$ cat config.mk
export PLATFORM = sky130hd
export DESIGN_NAME = fifo_tx_arbiter
export DESIGN_NICKNAME = d
export VERILOG_FILES = /design/src/rtl/fifo_tx_arbiter.sv
export SDC_FILE = /design/constraint.sdc
export NUM_CORES = 1
export LEC_CHECK = 0
export CORE_UTILIZATION = 40
export DETAILED_ROUTE_END_ITERATION = 10
export PLACE_DENSITY = 0.83
export SYNTH_ARGS = -nofsm -noshare
export SYNTH_HDL_FRONTEND = slang
export SYNTH_SLANG_ARGS = --single-unit
export TNS_END_PERCENT = 30
$ cat constraint.sdc
create_clock -name clk_tx -period 3 [get_ports clk_tx]
set_clock_uncertainty 0.2 [all_clocks]
set_input_delay 0.9 -clock clk_tx [delete_from_list [all_inputs] [get_ports clk_tx]]
set_output_delay 0.9 -clock clk_tx [all_outputs]
set_load 0.02 [all_outputs]
$ cat src/rtl/fifo_tx_arbiter.sv
// Round-robin read scheduler sharing one UART TX between two CDC FIFOs, with bounded bursts per grant.
// Optional per-source accepted-byte counters are enabled by defining FIFO_TX_ARB_STATS_EN.
module fifo_tx_arbiter #(
  parameter int unsigned DATA_WIDTH = 8,
  parameter int unsigned BURST_MAX  = 4
) (
  input  logic                  clk_tx,
  input  logic                  rst_n,
  input  logic                  enable,
  input  logic                  empty0,
  output logic                  rd_en0,
  input  logic [DATA_WIDTH-1:0] data0,
  input  logic                  empty1,
  output logic                  rd_en1,
  input  logic [DATA_WIDTH-1:0] data1,
  output logic [DATA_WIDTH-1:0] tx_data,
  output logic                  tx_valid,
  input  logic                  tx_ready,
  output logic [1:0]            grant,
  output logic                  busy
`ifdef FIFO_TX_ARB_STATS_EN
  ,
  input  logic                  stat_clr,
  output logic [15:0]           stat_cnt0,
  output logic [15:0]           stat_cnt1
`endif
);

  localparam int unsigned CW = $clog2(BURST_MAX + 1);
  localparam logic [CW-1:0] BMAX = CW'(BURST_MAX);

  typedef enum logic [1:0] {IDLE, POP, LOAD, SEND} state_t;

  state_t                state_q, state_d;
  logic [1:0]            grant_q, grant_d;
  logic [CW-1:0]         burst_cnt_q, burst_cnt_d, burst_inc;
  logic                  last_src_q, last_src_d;
  logic [DATA_WIDTH-1:0] tx_data_q, tx_data_d;
  logic                  pick1, granted_empty;

  always_ff @(posedge clk_tx or negedge rst_n) begin
    if (!rst_n) begin
      state_q     <= IDLE;
      grant_q     <= '0;
      burst_cnt_q <= '0;
      last_src_q  <= 1'b1;
      tx_data_q   <= '0;
    end else begin
      state_q     <= state_d;
      grant_q     <= grant_d;
      burst_cnt_q <= burst_cnt_d;
      last_src_q  <= last_src_d;
      tx_data_q   <= tx_data_d;
    end
  end

  always_comb begin
    state_d       = state_q;
    grant_d       = grant_q;
    burst_cnt_d   = burst_cnt_q;
    last_src_d    = last_src_q;
    tx_data_d     = tx_data_q;
    burst_inc     = burst_cnt_q + CW'(1);
    granted_empty = grant_q[1] ? empty1 : empty0;
    // Source 1 wins if it is the fairer choice and non-empty, or if source 0 has nothing.
    pick1         = last_src_q ? empty0 : !empty1;
    unique case (state_q)
      IDLE: begin
        if (enable && (!empty0 || !empty1)) begin
          grant_d     = pick1 ? 2'b10 : 2'b01;
          burst_cnt_d = '0;
          state_d     = POP;
        end
      end
      POP:  state_d = LOAD;
      LOAD: begin
        tx_data_d = grant_q[1] ? data1 : data0;
        state_d   = SEND;
      end
      SEND: begin
        if (tx_ready) begin
          burst_cnt_d = burst_inc;
          if ((burst_inc < BMAX) && enable && !granted_empty) begin
            state_d = POP;
          end else begin
            last_src_d = grant_q[1];
            grant_d    = '0;
            state_d    = IDLE;
          end
        end
      end
      default: state_d = IDLE;
    endcase
  end

  assign rd_en0   = (state_q == POP) && grant_q[0];
  assign rd_en1   = (state_q == POP) && grant_q[1];
  assign tx_valid = (state_q == SEND);
  assign tx_data  = tx_data_q;
  assign grant    = grant_q;
  assign busy     = (state_q != IDLE);

`ifdef FIFO_TX_ARB_STATS_EN
  logic [15:0] stat0_q, stat0_d, stat1_q, stat1_d;
  logic        accept;

  assign accept = (state_q == SEND) && tx_ready;

  always_comb begin
    stat0_d = stat0_q;
    stat1_d = stat1_q;
    if (stat_clr) begin
      stat0_d = '0;
      stat1_d = '0;
    end else if (accept) begin
      if (grant_q[0] && (stat0_q != '1)) stat0_d = stat0_q + 16'd1;
      if (grant_q[1] && (stat1_q != '1)) stat1_d = stat1_q + 16'd1;
    end
  end

  always_ff @(posedge clk_tx or negedge rst_n) begin
    if (!rst_n) begin
      stat0_q <= '0;
      stat1_q <= '0;
    end else begin
      stat0_q <= stat0_d;
      stat1_q <= stat1_d;
    end
  end

  assign stat_cnt0 = stat0_q;
  assign stat_cnt1 = stat1_q;
`endif

endmodule

# Yosys cells after proc, flatten, opt, wreduce, memory -nomap -nowiden
# Index checks and enable logic that the tools add are counted.
# totals
elab_cells	45
ff_bits	16
output_inout_bits	14
inputBits	22
# classes
bitwise_logic	1
n_mux	15
reduce_logical	16
n_eq_ne	6
magnitude_cmp	1
add_sub_neg	1
# op_table
operator	count
two-way mux 2 bit	6
two-way mux 8 bit	1
case mux 2 bit (4 select lines)	1
two-way mux 3 bit	2
case mux 3 bit (2 select lines)	1
AND reduction 3 bit	2
logical AND 1 bit	5
== test 2 bit, second input constant	2
inequality test 2 bit, second input constant	2
case mux 2 bit (2 select lines)	1
AND reduction 4 bit	1
nonzero test 2 bit	2
adder 3 x 1 -> 3 bit, second input constant	1
zero test 1 bit	3
less-than comparator 3 bit, second input constant	1
two-way mux 1 bit	3
== test 2 x 1 -> 1 bit, second input constant	1
zero test 2 bit	1
inequality test 2 x 1 -> 1 bit, second input constant	1
AND reduction 2 bit	1
logical OR 1 bit	1
NOT 1 bit	1

# Logic depth before layout (Yosys ltp)
# Gate-level depths: netlist (run 1).
# depth
depth_word	7
mapped_depth	6
ltp_nobuf	6

# Worst setup path after synthesis (run 1)
# No wires, ideal clock.
# synth_timing
path_kind	register -> output
start	register grant_q[1] (netlist: grant[1])
end	output rd_en1
n_path_buf	1
arrival_ns	1.052
slack_ns	0.848
required_time_ns	1.900
path_stages_with_launch	3
path_cell_list	dfrtp_1 buf_2 and2_1
# synth_between
elab_chain_len	1
# synth_rtl
element	line_no	rtl
start: declaration	35	logic [1:0] grant_q, grant_d;
start signal: assignment	50	grant_q <= grant_d;
logical AND 1 bit	97	assign rd_en1 = (state_q == POP) && grant_q[1];
end: declaration	14	output logic rd_en1,
# No other way between the ends.

# Worst setup path in the final report (run 1)
# layout_timing
start	register state_q[1]
end	output busy
# layout_between
elab_chain_len	1
# layout_rtl
element	line_no	rtl
start: declaration	34	state_t state_q, state_d;
start signal: assignment	49	state_q <= state_d;
nonzero test 2 bit	101	assign busy = (state_q != IDLE);
end: declaration	20	output logic busy
# No other way between the ends.

==> impl_metrics.toml, run 1 <==
[outcome]
outcome = "complete, no violations"

[finish]
fillers = 176
synthToLayoutAreaGrowth_pct = 43.78
antenna_cells = 0
drive_above_1_share = 0.08730
fin_nets = 155

[critical_path]
cp_top_family = "buffers and inverters"
crit_top_cell = "inv_1"
critPathBufInv = 3
cp.required_ps = 1900
cp_max_fo = 5
worstPathArrival_ps = 1780
slowest_stage = "clkdlybuf4s50_1"
timing.critical_path.slowest_cell_delay_ps = 610
crit_path_end_kind = "output port"
startpoint_type = "flop"
path_cells = "inv_1 -> ha_1 -> inv_1 -> clkdlybuf4s50_1"
worst-setup-path-type = "flop to output port"

[yosys]
avgSynthCellArea_um2 = 10.16
syn_area_um2 = 914.6
synth_edf_count = 0
syn-num-nets = 118
synthCells = 90
yosysWarnings = 0
ys.flop_type = "dfrtp_1"
synth-seq-cells = 16
async_flop_share = 1.000
yosysSeqAreaShare = 0.4391
ys_types = 29

[global_routing]
grt_util_all_layers = 0.1923
grt_first_pass_wirelength_um = 3498
grt_overflow = 0
grt_max_degree = 17
antenna_found_initial = 0
grt_pass1_vias = 834

[power]
power_mw = 1.213
p_leak_nw = 0.5512
power_density_mw_per_mm2 = 922.2
peakVddDrop_uv = 563.7

[detailed_routing]
route.detailed.drc = 0
vias_per_cell = 5.248
drt_wl_total_um = 2014
drtIter0Drc = 17
num_vias = 803
wl_per_cell_um = 13.16
route.antenna.remaining_nets = 0
dr.pass1.iters = 4

[timing]
fin_setup_tns_ps = 0
post-route-period-util = 0.9599
tightest_slew_ps = 702.6
hold_slack_ps = 315.6
drv_slew = 0
hold_viol_final = 0
maxSlewHeadroom = 0.5301
max_freq_ghz = 0.3473
finalCriticalPeriod_ps = 2880
setup_violations = 0
rsz0062_at_grt = "no"

[floorplanning]
die_x_um = 49.82
die_area_mm2 = 0.002482
start_util = 0.4436
ios = 36
dieHeight_um = 49.82
core_area_mm2 = 0.002062
rows = 16

[clock_network]
clk_pin_slew_ps = 100
cts_hold_buffers = 0
clock_sinks = 16
ctsRootBufferMaster = "clkbuf_4"
cts.path.max_buffers = 2
cts-buffers-inserted = 3
cts-htree-levels = 1
postCtsSetupRepairBufs = 0
postCtsResizedCells = 0
clock_latency_ps = 290
cts_tree = "yes"

[place]
io_buffers = 35
dp_hpwl_um = 1526
gp_congestion = 0.8814

[run]
maxCapViolations = 0

[min_path]
hold_path_class = "flop to flop"
kinds of logic after synthesis:
kind of cell               Yosys count  share of synthesized area
muxes                               12                     0.1395
buffers and inverters                9                    0.03967
xor gates and xnor gates             1                   0.009578
and+or+nand+nor                     22                     0.1177
AOI/OAI and AO/OA                   24                     0.1724
adders and majority gates            6                    0.08208
DFF                                 16                     0.4391
report_power, final:
group | total, mW | switching [mW] | internal (mW)
Clock | 0.119 | 0.0676 | 0.0516
Sequential | 0.394 | 0.0730 | 0.321
Combinational | 0.699 | 0.364 | 0.335
synthesized netlist by cell type, drive strengths merged, types with 2 or more instances:
library cell  number  area share
dfrtp             15        0.41
nor2              11       0.045
a21oi              9       0.049
mux2i              9       0.098
ha                 6       0.082
inv                5       0.021
o21ai              5       0.027
a31oi              3       0.021
clkbuf             3       0.014
mux2               3       0.041
nand2              3       0.012
a21o               2       0.016
and2               2       0.014
nand2b             2       0.014
routing by layer:
layer / track usage / share of wire / vias up
li1: - / - / 393
met3: 0.06790 / 0.076 / 4
met5: 0 / 0 / -
met2: 0.3018 / 0.44 / 38
met1: 0.2198 / 0.46 / 368
met4: 0.1238 / 0.019 / 0
stage by stage:
stage	setup WS (ps)	utilization	cell area (um2)	instances
floorplan	848.3	-	914.6	90
global route	5.322	0.6377	1315	153
CTS	116.4	0.6377	1315	153
global placement	492.0	0.6250	1289	149
finish	120.2	0.6377	1315	153
detailed placement	456.0	0.6250	1289	149
sequential cells by signal, summed over array words and instances, names as in the netlist:
name,count
grant,2
last_src_q,1
tx_data,8
state_q,2
burst_cnt_q,3
area by class of cell:
class / count / area (um2) / share of cell area
well taps: 27 / 33.78 / 0.02569
clock buffers: 4 / 26.28 / 0.01998
repair buffers: 36 / 357.8 / 0.2721
multi-input cells: 65 / 476.7 / 0.3625
flip-flops and latches: 16 / 401.6 / 0.3054
inverters: 5 / 18.77 / 0.01427
worst paths after layout:
kind	start	endpoint	slack (ps)	depth (start not counted)
min in group asynchronous	rst_n	grant[0]	820	1
worst max register to register	state_q[0]	state_q[1]	1160	5
worst min-delay path	burst_cnt_q[0]	burst_cnt_q[0]	320	1
max in group asynchronous	rst_n	burst_cnt_q[2]	1320	1
worst max-delay path	state_q[1]	busy	120	4
worst min register to register	burst_cnt_q[0]	burst_cnt_q[0]	320	1
cell usage in the layout (no fill, tap or decap):
master,instances
nor4_1,1
o41a_1,1
nand2b_1,2
o21ai_1,1
clkbuf_4,3
buf_4,1
dfrtp_1,15
and2_1,2
clkbuf_1,1
a31oi_1,3
nand4_1,1
nand2_1,3
a21o_1,2
dfstp_2,1
clkdlybuf4s50_1,35
o21ai_0,4
xnor2_1,1
mux2i_1,9
a21oi_1,9
and3_4,1
mux2_4,1
nor2b_1,1
ha_1,6
mux2_2,2
o211ai_1,1
o2111ai_2,1
nor2_1,11
a2111oi_0,1
a21boi_2,1
inv_1,5
worst register-to-register path, delay by kind of cell, from the launching register on:
| kind | cells | cell delay [ps] |
|---|---|---|
| mux | 1 | 370 |
| flops | 1 | 410 |
| compound gates | 1 | 250 |
| fa+ha+maj | 1 | 280 |
| buf+inv | 2 | 230 |
Note: power is estimated with default switching activity, not from simulation.
==> run 2: changes to the inputs <==
--- a/config.mk
+++ b/config.mk
@@ -5,9 +5,11 @@
 export SDC_FILE = /design/constraint.sdc
 export NUM_CORES = 1
 export LEC_CHECK = 0
-export CORE_UTILIZATION = 40
+export CAP_MARGIN = 25
+export CORE_UTILIZATION = 45
 export DETAILED_ROUTE_END_ITERATION = 10
-export PLACE_DENSITY = 0.83
+export PLACE_DENSITY = 0.9
+export SKIP_LAST_GASP = 1
 export SYNTH_ARGS = -nofsm -noshare
 export SYNTH_HDL_FRONTEND = slang
 export SYNTH_SLANG_ARGS = --single-unit
==> run 2 against run 1 <==
Effect of this change: flip-flop and latch count did not move; hold slack got worse by 15 ps; core utilization rose by 8.9 points; critical endpoint is now rd_en1; largest cell class unchanged; highest routed layer unchanged.
==> impl_metrics.toml, run 2 (synthesized netlist as in run 1, its figures left out) <==
[detailed_routing]
route.antenna.remaining_nets = 0
wl_per_cell_um = 14.74
vias_per_cell = 5.232
drt_wl_total_um = 2225
route.detailed.drc = 0
num_vias = 790
drtIter0Drc = 4
dr.pass1.iters = 3

[floorplanning]
ios = 36
rows = 15
die_x_um = 47.09
start_util = 0.5024
dieHeight_um = 47.09
die_area_mm2 = 0.002217
core_area_mm2 = 0.001821

[min_path]
hold_path_class = "flop to flop"
hold_path_depth = 1

[run]
maxCapViolations = 0

[critical_path]
slowest_stage = "clkdlybuf4s50_1"
ff2ff_path_depth = 5
crit_path_end_kind = "output port"
worst-setup-path-type = "flop to output port"
timing.critical_path.slowest_cell_delay_ps = 610
cp_max_fo = 5
path_cells = "inv_1 -> ha_1 -> and2_1 -> clkdlybuf4s50_1"
startpoint_type = "flop"
worstPathArrival_ps = 1790
cp.required_ps = 1900

[global_routing]
grt_overflow = 0
grt_first_pass_wirelength_um = 3360
grt_util_all_layers = 0.2281
antenna_found_initial = 0
grt_pass1_vias = 786
grt_max_degree = 17

[timing]
finalCriticalPeriod_ps = 2888
tightest_slew_ps = 707.7
fin_setup_tns_ps = 0
post-route-period-util = 0.9628
max_freq_ghz = 0.3462
setup_violations = 0
rsz0062_at_grt = "no"
drv_slew = 0
hold_viol_final = 0
maxSlewHeadroom = 0.5267

[power]
power_density_mw_per_mm2 = 939.6
peakVddDrop_uv = 629.8
p_leak_nw = 0.5572

[finish]
drive_above_1_share = 0.09524
fin_nets = 155
final_cell_count_no_fill = 151
layout_commonest_cell = "clkdlybuf4s50_1"
final_cell_mix = "clkdlybuf4s50_1 (35), dfrtp_1 (15), nor2_1 (11)"
antenna_cells = 0
largest_reg_flops = 8
synthToLayoutAreaGrowth_pct = 44.60

[clock_network]
cts-htree-levels = 1
clock_sinks = 16
cts_hold_buffers = 0
ctsRootBufferMaster = "clkbuf_4"
postCtsResizedCells = 0
clk_pin_slew_ps = 100
postCtsSetupRepairBufs = 0
cts.path.max_buffers = 2
cts-buffers-inserted = 3
clock_latency_ps = 290
cts_tree = "yes"

[outcome]
outcome = "complete, no violations"

[place]
io_buffers = 35
gp_congestion = 0.8021
dp_hpwl_um = 1810
dp.cells = 147
-- run 2: cell counts in the layout (fill, tap and decap cells not counted) --
No cell type changed its count.
-- run 2: layout make-up --
type | instances | area, um2
Fill cell | 134 | 498.0
Multi-Input combinational cell | 65 | 476.7
Sequential cell | 16 | 401.6
Timing Repair Buffer | 36 | 357.8
Clock buffer | 4 | 36.28
Tap cell | 25 | 31.28
Inverter | 5 | 18.77
-- run 2: path summary, 6_finish.rpt --
path                           startpoint  slack (ps)             end
max                            state_q[1]         110          rd_en1
min                        burst_cnt_q[0]         300  burst_cnt_q[0]
max reg2reg                    state_q[0]        1150      state_q[1]
min reg2reg                burst_cnt_q[0]         300  burst_cnt_q[0]
max in group asynchronous           rst_n        1320      tx_data[5]
min in group asynchronous           rst_n         830      tx_data[4]
-- run 2: metrics by stage --
stage	power, mW	cell area (um2)	setup WS, ps	util	hold WS [ps]
global placement	1.069	1286	484.2	0.7065	280.2
floorplan	0.8300	914.6	848.3	-	256.9
CTS	1.251	1323	105.4	0.7265	304.2
detailed placement	1.109	1286	450.7	0.7065	288.2
finish	1.243	1323	111.7	0.7265	301.1
global route	1.333	1323	35.96	0.7265	337.6
-- run 2: per-layer routing --
metal  vias up  GRT usage  routed length, um
met3         4    0.07692                 82
met5         -          0                  0
met4         0     0.1200                 49
li1        392          -                  -
met1       373     0.2610                921
met2        21     0.3778               1172
-- run 2: worst max-delay path: cells and delay by family, from the launching register on --
kind / cells / cell delay, ps
flops: 1 / 430
buf+inv: 2 / 730
fa+ha+maj: 1 / 190
simple gates: 1 / 160
-- run 2: power breakdown --
group / switching, mW / internal, mW / total [mW]
clock: 0.0675 / 0.0739 / 0.141
sequential: 0.0679 / 0.321 / 0.389
combinational: 0.374 / 0.338 / 0.712
==> run 3: changes to the inputs <==
--- a/config.mk
+++ b/config.mk
@@ -10,6 +10,7 @@
 export DETAILED_ROUTE_END_ITERATION = 10
 export PLACE_DENSITY = 0.9
 export SKIP_LAST_GASP = 1
+export SLEW_MARGIN = 20
 export SYNTH_ARGS = -nofsm -noshare
 export SYNTH_HDL_FRONTEND = slang
 export SYNTH_SLANG_ARGS = --single-unit
==> results of run 3 <==
The final DEF is identical to that of run 2; final timing and power are the same.
